===== config.mk =====
export PLATFORM = sky130hd
export DESIGN_NAME = sad_err_eval
export DESIGN_NICKNAME = d
export VERILOG_FILES = /design/src/rtl/sad_eval_pkg.sv /design/src/rtl/sad_err_acc.sv /design/src/rtl/sad_err_eval.sv
export SDC_FILE = /design/constraint.sdc
export NUM_CORES = 1
export LEC_CHECK = 0
export BUFFER_PORTS_ARGS = -buffer_cell sky130_fd_sc_hd__buf_2
export CORE_MARGIN = 2
export CORE_UTILIZATION = 56
export DETAILED_ROUTE_END_ITERATION = 12
export GPL_ROUTABILITY_DRIVEN = 0
export PLACE_DENSITY = 0.77
export SLEW_MARGIN = 10
export SYNTH_ARGS = -nofsm -noshare
export SYNTH_HDL_FRONTEND = slang
export SYNTH_SLANG_ARGS = --single-unit

===== constraint.sdc =====
create_clock -name clk -period 3.9 [get_ports clk]
set_input_delay 0.195 -clock clk [delete_from_list [all_inputs] [get_ports clk]]
set_output_delay 0.195 -clock clk [all_outputs]
set_load 0.05 [all_outputs]

===== src/rtl/sad_eval_pkg.sv =====
// Shared widths, FSM state type and the popcount helper for the SAD error evaluator.
package sad_eval_pkg;

    localparam int IN_W  = 10;
    localparam int OUT_W = 3;
    localparam int CNT_W = IN_W + 1;
    localparam int SUM_W = IN_W + OUT_W;
    localparam int N_VEC = 2 ** IN_W;
    localparam int PC_W  = $clog2(OUT_W + 1);

    typedef enum logic [1:0] {
        IDLE  = 2'd0,
        RUN   = 2'd1,
        DRAIN = 2'd2,
        DONE  = 2'd3
    } eval_state_t;

    // Number of set bits in an OUT_W-bit response difference.
    function automatic logic [PC_W-1:0] popcount_out(input logic [OUT_W-1:0] x);
        logic [PC_W-1:0] n;
        n = '0;
        for (int i = 0; i < OUT_W; i++) begin
            n = n + PC_W'(x[i]);
        end
        return n;
    endfunction

endpackage


===== src/rtl/sad_err_acc.sv =====
// Stage register for the sampled responses plus the four error accumulators.
module sad_err_acc
    import sad_eval_pkg::*;
(
    input  logic             clk,
    input  logic             rst_n,
    input  logic             clr,
    input  logic             valid,
    input  logic [OUT_W-1:0] approx_in,
    input  logic [OUT_W-1:0] exact_in,
    output logic [CNT_W-1:0] err_cnt,
    output logic [SUM_W-1:0] abs_sum,
    output logic [SUM_W-1:0] hd_sum,
    output logic [OUT_W-1:0] wce
);

    logic [OUT_W-1:0] stage_a;
    logic [OUT_W-1:0] stage_e;
    logic             stage_vld;
    logic [OUT_W-1:0] abs_d;
    logic [OUT_W-1:0] xor_d;

    // Absolute and bitwise difference of the staged response pair.
    always_comb begin
        abs_d = (stage_a >= stage_e) ? (stage_a - stage_e) : (stage_e - stage_a);
        xor_d = stage_a ^ stage_e;
    end

    // Capture the responses of the current vector, then fold the previous one into the sums.
    // NOTE: sequential state uses non-blocking assignments so every register samples pre-edge values.
    always_ff @(posedge clk or negedge rst_n) begin
        // NOTE: the stage is reset along with the sums so a mid-sweep reset leaves no stale entry.
        if (!rst_n) begin
            stage_a   <= '0;
            stage_e   <= '0;
            stage_vld <= 1'b0;
            err_cnt   <= '0;
            abs_sum   <= '0;
            hd_sum    <= '0;
            wce       <= '0;
        end else if (clr) begin
            stage_vld <= 1'b0;
            err_cnt   <= '0;
            abs_sum   <= '0;
            hd_sum    <= '0;
            wce       <= '0;
        end else begin
            stage_vld <= valid;
            if (valid) begin
                stage_a <= approx_in;
                stage_e <= exact_in;
            end
            if (stage_vld) begin
                err_cnt <= err_cnt + {{(CNT_W-1){1'b0}}, (abs_d != '0)};
                abs_sum <= abs_sum + SUM_W'(abs_d);
                hd_sum  <= hd_sum + SUM_W'(popcount_out(xor_d));
                if (abs_d > wce) begin
                    wce <= abs_d;
                end
            end
        end
    end

endmodule


===== src/rtl/sad_err_eval.sv =====
// Exhaustive sweep controller: drives every stimulus vector and collects error metrics.
module sad_err_eval
    import sad_eval_pkg::*;
(
    input  logic             clk,
    input  logic             rst_n,
    input  logic             start,
    input  logic             abort,
    output logic [IN_W-1:0]  vec_out,
    input  logic [OUT_W-1:0] approx_in,
    input  logic [OUT_W-1:0] exact_in,
    output logic             busy,
    output logic             done,
    output logic [CNT_W-1:0] err_cnt,
    output logic [SUM_W-1:0] abs_sum,
    output logic [SUM_W-1:0] hd_sum,
    output logic [OUT_W-1:0] wce
);

    eval_state_t state;
    logic        acc_clr;
    logic        acc_valid;

    // Accumulator controls and the busy flag decoded from the current state.
    // NOTE: every combinational output gets a default first so no latch can be inferred.
    always_comb begin
        acc_clr   = 1'b0;
        acc_valid = 1'b0;
        busy      = 1'b0;
        case (state)
            IDLE:    acc_clr = start;
            RUN: begin
                acc_valid = !abort;
                busy      = 1'b1;
            end
            DRAIN:   busy = 1'b1;
            default: ;
        endcase
    end

    // Sweep FSM and stimulus counter; the counter wraps to zero on the last vector.
    always_ff @(posedge clk or negedge rst_n) begin
        if (!rst_n) begin
            state   <= IDLE;
            vec_out <= '0;
            done    <= 1'b0;
        end else begin
            done <= 1'b0;
            case (state)
                IDLE: begin
                    if (start) begin
                        vec_out <= '0;
                        state   <= RUN;
                    end
                end
                RUN: begin
                    if (abort) begin
                        vec_out <= '0;
                        state   <= IDLE;
                    end else begin
                        vec_out <= vec_out + 1'b1;
                        if (vec_out == '1) begin
                            state <= DRAIN;
                        end
                    end
                end
                DRAIN: begin
                    vec_out <= '0;
                    state   <= abort ? IDLE : DONE;
                end
                DONE: begin
                    done  <= 1'b1;
                    state <= IDLE;
                end
                default: state <= IDLE;
            endcase
        end
    end

    sad_err_acc u_acc (
        .clk       (clk),
        .rst_n     (rst_n),
        .clr       (acc_clr),
        .valid     (acc_valid),
        .approx_in (approx_in),
        .exact_in  (exact_in),
        .err_cnt   (err_cnt),
        .abs_sum   (abs_sum),
        .hd_sum    (hd_sum),
        .wce       (wce)
    );

endmodule


==> results.md <==
| Item | Value |
| --- | --- |
| Run status | finished, final reports clean |
| Complex-gate fraction of the synthesized area | 0.102 |
| Vias in the first global route | 2695 |
| Main flop type after synthesis | sky130_fd_sc_hd__dfrtp_1 |
| Origin of the worst min-delay path | approx_in[0] |
| Req. time, crit path | 4.08 ns |
| Post-synth top area share | 0.440 |
| Final cycle utilization of the critical path | 0.868 |
| First-pass GRT wire length | 11700 um |
| Number of violations reported at the end of detailed-routing iteration 0 | 101 |
| Tot Pwr | 3.17 mW |
| Power per unit of standard cell area | 804 mW/mm2 |
| Vias post-DR | 2781 |
| Final-report max-slew violation count | 0 |
| TritonCTS clock tree | done |
| Fraction of layout cells with a size suffix above 1 | 0.201 |
| Delay of the slowest cell on the worst path | 0.63 ns |
| Setup repair after global routing missed its margin | no |
| Uppermost layer routed | met4 |
| Total detailed-routing wirelength | 7200 um |
| Cell count after synthesis | 352 |
| Count of antenna-violating nets left after detailed routing | 0 |
| Combined buffer and inverter count along the critical path | 1 |
| Number of H-tree levels | 3 |
| Actual transition at the worst max-transition pin | 0.704 ns |
| Non-filler cells in the finished layout | 497 |
| Path type of the worst setup path | reg -> reg |
| Worst hold margin | 0.0684 ns |
| Post-synthesis share of cell area spent on xor and xnor gates | 0.0667 |
| Wire length on met2 | 3560 um |
| TritonCTS Buffers | 9 |
| Clk_skew | 0.00508 ns |
| Cell type with the highest aggregate area in the netlist | sky130_fd_sc_hd__dfrtp_1 |
| Die X | 82.1 um |
| Placed Instance Area | 0.00378 mm2 |
| Flip-flop and latch count after synthesis | 60 |
| Number of enable-type register cells in the synthesized netlist | 0 |
| Clk pin slew, worst setup/hold paths | 0.06 ns |
| Sequential cell area fraction in the yosys report | 0.440 |
| Met3 wire length | 283 um |
| Total Die Area | 0.00673 mm2 |
| Synth-to-layout area growth | 15.8% |
| Worst path setup slack after routing | 0.516 ns |
| Launching point of the worst reg2reg path | u_acc.stage_e[0] |
| Remaining DRCs | 0 |
| Wire length per cell | 14.5 um |
| Tightest Hold Check Type | in -> reg |
| Post-layout net count | 454 |
| Number of distinct standard cells referenced by the synthesized netlist | 43 |
| Accumulated negative setup slack | 0 ns |
| Worst hold path stage count | 3 |
| Critical Path Fanout Max | 10 |
| Std-Cell Core Area | 0.00592 mm2 |
| Global routing usage summed across all routing layers | 0.231 |
| Dominant combinational cell family by area after synthesis | simple AND/OR/NAND/NOR gates |
| Starting Density | 0.576 |
| Max VDD drop | 0.000484 V |
| Hold Violations, Final | 0 |
| Cell types occupying the most area after synthesis | sky130_fd_sc_hd__dfrtp_1 (44%), sky130_fd_sc_hd__ha_1 (7.7%), sky130_fd_sc_hd__xor2_1 (5.9%) |
| Max clock buf depth | 2 |
| Layout Utilization | 0.667 |
| Clock insertion delay at the later pin of the skew report | 0.33 ns |
| Post-Syn Area | 0.00341 mm2 |
| Critical-path top delay cell | sky130_fd_sc_hd__a2111oi_4 |
| Number of vias per cell after detailed routing | 5.60 |
| Worst-path cell chain | inv_1, ha_1, and2b_4, o21ai_4, mux2i_1, xnor2_1, ha_1, nand4b_1, mux2i_1, a2111oi_4, or4_1, a21oi_1 |
| Capture instance of the worst register-to-register path | u_acc.abs_sum[11] |
| Max-slew headroom | 0.531 |
| Share of cell area taken by muxes after synthesis | 0.0462 |
| Clock period minus final worst setup slack | 3.38 ns |
| Depth of the most critical reg-to-reg path | 12 |
| PostCTS Resize Cnt | 0 |
| Half-perimeter wire length after detailed placement | 5260 um |
| Register-to-Register Setup Slack | 0.52 ns |
| Sum of routed wire segments on met1 | 3200 um |
| Library cell used as clock root buffer | sky130_fd_sc_hd__clkbuf_8 |
| Clock tree sinks | 60 |
| Setup crit end kind | flip-flop |
| Most used standard cell by instance count after synthesis | sky130_fd_sc_hd__dfrtp_1 |
| Commonest cells in the netlist | sky130_fd_sc_hd__dfrtp_1 (60), sky130_fd_sc_hd__nor2_1 (42), sky130_fd_sc_hd__nand2_1 (41) |
| Yosys Warn Count | 0 |
| Crit path launch | u_acc.stage_e[0] |
| Cells after DPL | 482 |
| Synthesized-area fraction occupied by and/or/nand/nor cells | 0.208 |
| WP data arrival | 3.57 ns |
| Port Buf Inserts | 61 |
| Critical path launch point type | flip-flop |
| Worst Setup EP | u_acc.abs_sum[11] |
| Detailed-routing iteration count for the pre-antenna-repair pass | 4 |
| Die height | 82.1 um |
| Worst slack at placement | 0.528 ns |
| Antenna fix cells | 0 |
| I/O pin cnt | 62 |
| Final-report setup violation count | 0 |
| Nets in the synthesized netlist | 387 |
| Number of antenna violations at the first check in global routing | 0 |
| # rows | 28 |
| Async set or reset register ratio after synthesis | 1.00 |
| Global route total overflow | 0 |
| Achievable Freq | 295 MHz |
| Adder and majority gate portion of the synthesized area | 0.100 |
| Synthesized area divided by synthesized cell count | 9.69 um2 |
| Largest net degree at the start of global routing | 32 |
| # Max-Cap Violations | 0 |
| Leakage | 2.03 nW |
| Post-route cell area | 0.00395 mm2 |
| Worst path top cell family by delay | compound AO/OA/AOI/OAI gates |
| Stages on the worst setup path | 12 |
[layout make-up]
| type | count | area (um2) |
|---|---|---|
| clock buffers | 11 | 141 |
| fillers | 500 | 1970 |
| well taps | 75 | 93.8 |
| multi-input cells | 263 | 1790 |
| inverters | 20 | 75.1 |
| repair buffers | 65 | 338 |
| flip-flops and latches | 60 | 1500 |
| clock inverters | 3 | 15.0 |
[cells in the final DEF (no fill, tap or decap), types with 9 or more instances in the layout]
cell type                  instances
sky130_fd_sc_hd__nor2_1           42
sky130_fd_sc_hd__and3_1            9
sky130_fd_sc_hd__nand3_1          14
sky130_fd_sc_hd__ha_1             21
sky130_fd_sc_hd__nand2_1          41
sky130_fd_sc_hd__clkbuf_8         10
sky130_fd_sc_hd__xor2_1           23
sky130_fd_sc_hd__mux2i_1          12
sky130_fd_sc_hd__o21ai_0          17
sky130_fd_sc_hd__nand4_1          12
sky130_fd_sc_hd__dfrtp_1          60
sky130_fd_sc_hd__buf_2            61
sky130_fd_sc_hd__inv_1            20
sky130_fd_sc_hd__a21oi_1          14
[how the worst min path moves through the flow]
stage                       end  slack (ns)
6_report       u_acc.stage_a[0]        0.07
3_5_place_dp   u_acc.err_cnt[7]        0.28
4_1_cts        u_acc.stage_a[0]        0.05
5_1_grt        u_acc.stage_a[0]        0.08
2_1_floorplan              done       -0.10
3_3_place_gp   u_acc.err_cnt[7]        0.27
[worst min-delay path: cells and delay by family]
family	cells	cell delay, ns
simple gates	1	0.03
compound gates	1	0.06
buf+inv	1	0.08
[power breakdown]
| group | leakage [nW] | switching (mW) | internal [mW] |
|---|---|---|---|
| combinational | 1.13 | 1.20 | 0.672 |
| clock | 0.0848 | 0.228 | 0.237 |
| sequential | 0.816 | 0.113 | 0.722 |
[state kept, by name, summed over array words and instances (netlist names)]
signal	count
done	1
u_acc.stage_a	3
u_acc.wce	3
u_acc.stage_vld	1
state	2
u_acc.abs_sum	13
u_acc.stage_e	3
u_acc.err_cnt	11
vec_out	10
u_acc.hd_sum	13
[metal layers]
layer  track usage  vias to the layer above
li1              -                     1343
met1         0.275                     1356
met2         0.394                       65
met3        0.0429                       17
met4         0.127                        0
met5             0                        -
[cells by family after synthesis]
logic type,Yosys count
mux,15
fa+ha+maj,25
buf+inv,29
compound gates,51
simple gates,146
flops,60
xor+xnor,26
[timing repair]
action | CTS | global route
hold endpoints to repair | 29 | 0
setup buffers | 0 | 0
hold buffers | 1 | 0
(Power assumes the default switching activity.)
